**src/rtl/key_schedule.sv**
```systemverilog
// Sequential AES-128 key expansion: holds one round key and steps it forward on
// each next strobe, feeding add_round_key with the current round key.

module key_schedule_sbox (
   input  logic [7:0] a,
   output logic [7:0] y
);

   function automatic logic [7:0] gmul(input logic [7:0] x, input logic [7:0] z);
      logic [7:0] p;
      logic [7:0] b;
      p = 8'h00;
      b = x;
      for (int i = 0; i < 8; i++) begin
         if (z[i]) p = p ^ b;
         b = {b[6:0], 1'b0} ^ (b[7] ? 8'h1b : 8'h00);
      end
      return p;
   endfunction

   logic [7:0] pw;
   logic [7:0] inv;

   // Multiplicative inverse as a^254 (product of a^2..a^128), then the affine map.
   always_comb begin
      pw  = a;
      inv = 8'h01;
      for (int i = 0; i < 7; i++) begin
         pw  = gmul(pw, pw);
         inv = gmul(inv, pw);
      end
      y = inv ^ {inv[6:0], inv[7]} ^ {inv[5:0], inv[7:6]}
              ^ {inv[4:0], inv[7:5]} ^ {inv[3:0], inv[7:4]} ^ 8'h63;
   end

endmodule

module key_schedule #(
   parameter int NR = 10
) (
   input  logic         clk,
   input  logic         reset,
   input  logic         start,
   input  logic [127:0] key,
   input  logic         next,
   output logic [127:0] round_key,
   output logic [3:0]   round,
   output logic         valid,
   output logic         done
);

   typedef enum logic {IDLE, RUN} state_t;

   state_t      state;
   logic [7:0]  rcon;
   logic [31:0] w0, w1, w2, w3;
   logic [31:0] rot, sub, t;
   logic [31:0] n0, n1, n2, n3;

   assign w0  = round_key[127:96];
   assign w1  = round_key[95:64];
   assign w2  = round_key[63:32];
   assign w3  = round_key[31:0];
   assign rot = {w3[23:0], w3[31:24]};

   for (genvar g = 0; g < 4; g++) begin : g_sub
      key_schedule_sbox u_sbox (
         .a(rot[8*g +: 8]),
         .y(sub[8*g +: 8])
      );
   end

   assign t  = sub ^ {rcon, 24'h000000};
   assign n0 = w0 ^ t;
   assign n1 = w1 ^ n0;
   assign n2 = w2 ^ n1;
   assign n3 = w3 ^ n2;

   // start wins over next in any state; done fires only when the last key is consumed.
   always_ff @(posedge clk) begin
      if (reset) begin
         state     <= IDLE;
         round_key <= '0;
         round     <= 4'd0;
         valid     <= 1'b0;
         done      <= 1'b0;
         rcon      <= 8'h01;
      end else begin
         done <= 1'b0;
         if (start) begin
            state     <= RUN;
            round_key <= key;
            round     <= 4'd0;
            rcon      <= 8'h01;
            valid     <= 1'b1;
         end else if (state == RUN && next) begin
            if (round == 4'(NR)) begin
               state <= IDLE;
               valid <= 1'b0;
               done  <= 1'b1;
            end else begin
               round_key <= {n0, n1, n2, n3};
               round     <= round + 4'd1;
               rcon      <= {rcon[6:0], 1'b0} ^ (rcon[7] ? 8'h1b : 8'h00);
            end
         end
      end
   end

endmodule
```
**config.mk**
```make
export PLATFORM = sky130hd
export DESIGN_NAME = key_schedule
export DESIGN_NICKNAME = d
export VERILOG_FILES = /design/src/rtl/key_schedule.sv
export SDC_FILE = /design/constraint.sdc
export NUM_CORES = 2
export LEC_CHECK = 0
export ABC_CLOCK_PERIOD_IN_PS = 24500
export CORE_ASPECT_RATIO = 1.5
export CORE_MARGIN = 2
export CORE_UTILIZATION = 34
export DETAILED_ROUTE_END_ITERATION = 8
export GPL_TIMING_DRIVEN = 0
export PLACE_DENSITY = 0.56
export SYNTH_ARGS = -nofsm -noshare
export SYNTH_HDL_FRONTEND = slang
export SYNTH_HIERARCHICAL = 1
export SYNTH_SLANG_ARGS = --single-unit
```
**constraint.sdc**
```tcl
create_clock -name clk -period 24.5 [get_ports clk]
set_clock_uncertainty 0.15 [all_clocks]
set_input_delay 2.45 -clock clk [delete_from_list [all_inputs] [get_ports clk]]
set_output_delay 2.45 -clock clk [all_outputs]
set_load 0.1 [all_outputs]
```
==> metrics.txt <==
CP Data Required Time 24.72 ns; Final Slew Violations 1; slowest stage delay, CP 0.89 ns; total gr overflow 0; final worst path period share 0.8517; vias in the first global route 64480; FF-to-FF Start round_key[7]; Yosys warning count 6; placed cell count 11520; number of detailed-route iterations in the first pass 8; area grow syn2layout 9.618%; fraction of layout cells with a size suffix above 1 0.09754; Fin. Hold Viols 0; r2r endpoint round_key[9]; maximum level of the CTS H-tree 4; Worst Hold Launch state; register area share after synthesis 0.04122; Total Routed Length 255900 um; Worst Hold End done; violated checks capacitance limit, slew limit; commonest non-fill, non-tap cell in the layout xnor2_1; Initial Utilization 0.3419; worst reg2reg path depth 57; critical path arrival 21.08 ns; core area 201700 um2; RSZ-0062 raised after global routing no; CTS sink cnt 142; GRT Total Usage 0.2379; 1st-iter DRT viols 5354; Ports 266; dpl ws 4.005 ns; Synth Register Bits 142; largest net degree at the start of global routing 17; syn_nets 8766; Final HPWL DP 204600 um; library cells used by synthesis 119; final worst-path setup slack 3.633 ns; via count 65420; post-CTS setup buffer count 0; initial antenna violation count 15; Cells after Synth 8604; worst hold path class flop to flop; die width 371.7 um; cell count of the worst hold path 2; Slew HR -0.02161; Bufs on Longest Clock Path 2; syn avg cell area 8.015 um2; # resized after CTS 0; status complete, but fails checks; setup slack, reg-to-reg 3.63 ns; Synth Flop Type dfxtp_1; # setup viols final 0; crit path max fanout 10; Nets 9048; via/cell ratio 5.660; Hold Buf Count CTS 0; Crit-path slowest cell xnor2_1; CTS tree built; clk root buf clkbuf_16; worst-margin pin slew 1.528 ns; Worst-path clk slew 0.06 ns; average wire per standard cell 22.14 um; Die Span Y 555.6 um; Post-Syn Area 68960 um2; global-route wire length before repair 387800 um; fmax 47.92 MHz; Critical Path Start Type flop; Crit Path Category flop to flop; filler cell count 20990; Final ANT Viol Nets 0; IO Port Bufs 263; CTS buffer count 17; total negative slack 0 ns; RD Place Congestion 0.9794; max_cap viols 1; Die ar. 206500 um2; Worst Setup End Kind flop; FP Rows 202; minimum clock period 20.87 ns; DRC viols 0; FFs w/ async S/R, synth 0; EDFF count, synth 0; most frequent cells in the layout 1444 x xnor2_1, 1180 x nor2_1, 817 x nand2_1; post-route insts no fill 11560; Skew-Pair Late Insertion Delay 0.48 ns
## through the flow
step / hold slack (ns) / util / area, um2
5_1_grt: 0.4127 / 0.3747 / 75580
3_3_place_gp: 0.3324 / 0.3714 / 74910
4_1_cts: 0.3426 / 0.3748 / 75580
6_report: 0.3484 / 0.3748 / 75600
3_5_place_dp: 0.3253 / 0.3714 / 74910
2_1_floorplan: 0.3293 / - / 68960
## layer usage
metal / GRT usage / part of all wire / wire (um)
met1: 0.2820 / 0.40 / 101700
met2: 0.4228 / 0.49 / 125500
met3: 0.03755 / 0.068 / 17480
met4: 0.09662 / 0.044 / 11180
met5: 0 / 0.000078 / 20
## synth_stat cells, drive strengths merged, types with 84 or more instances
| cell | number | area share |
|---|---|---|
| xor2 | 470 | 0.069 |
| nor2 | 1204 | 0.067 |
| a211oi | 144 | 0.016 |
| or3 | 84 | 0.0076 |
| nand3 | 210 | 0.015 |
| mux2i | 240 | 0.036 |
| nand2b | 96 | 0.0087 |
| buf | 288 | 0.026 |
| a21oi | 333 | 0.025 |
| nor3 | 276 | 0.025 |
| xnor2 | 1672 | 0.25 |
| dfxtp | 142 | 0.041 |
| o21ai | 316 | 0.024 |
| xnor3 | 432 | 0.14 |
| clkbuf | 322 | 0.018 |
| nand2 | 822 | 0.045 |
| o22ai | 112 | 0.011 |
## sequential cells by signal, summed over array words and instances (netlist names)
register,cells
round_key,128
done,1
rcon,8
state,1
round,4
## cell type report
type / instances / area [um2] / share of cell area
clock inverters: 13 / 236.5 / 0.003128
well taps: 2652 / 3318 / 0.04389
plain buffers: 610 / 2997 / 0.03964
diodes: 7 / 17.52 / 0.0002317
repair buffers: 263 / 2628 / 0.03476
flip-flops and latches: 142 / 2843 / 0.03760
inverters: 86 / 322.8 / 0.004270
multi-input cells: 7766 / 62800 / 0.8307
clock buffers: 19 / 432.9 / 0.005727
## worst max-delay path, delay by kind of cell, from the launching register on
kind / cells / cell delay, ns
and+or+nand+nor: 13 / 3.08
xor gates and xnor gates: 17 / 7.79
AOI/OAI and AO/OA: 10 / 3.35
buffers and inverters: 10 / 3.55
muxes: 4 / 1.11
adders and majority gates: 3 / 1.11
DFF: 1 / 0.58
## worst max-delay path by stage
stage / startpoint / endpoint / cells after the start
2_1_floorplan: round_key[15] / round_key[16] / 60
3_5_place_dp: round_key[7] / round_key[9] / 57
4_1_cts: round_key[7] / round_key[9] / 57
5_1_grt: round_key[7] / round_key[9] / 58
6_report: round_key[7] / round_key[9] / 57
3_3_place_gp: round_key[7] / round_key[9] / 60
## cells by family after synthesis
group / count (synthesis) / share of synthesized area
adders and majority gates: 34 / 0.006023
xor gates and xnor gates: 2634 / 0.4770
buffers and inverters: 696 / 0.04813
muxes: 292 / 0.04478
DFF: 142 / 0.04122
and+or+nand+nor: 3153 / 0.2144
AOI/OAI and AO/OA: 1653 / 0.1685
Power is not shown: default switching activity piles up to over one toggle a cycle in this logic, so the estimate is an artifact.
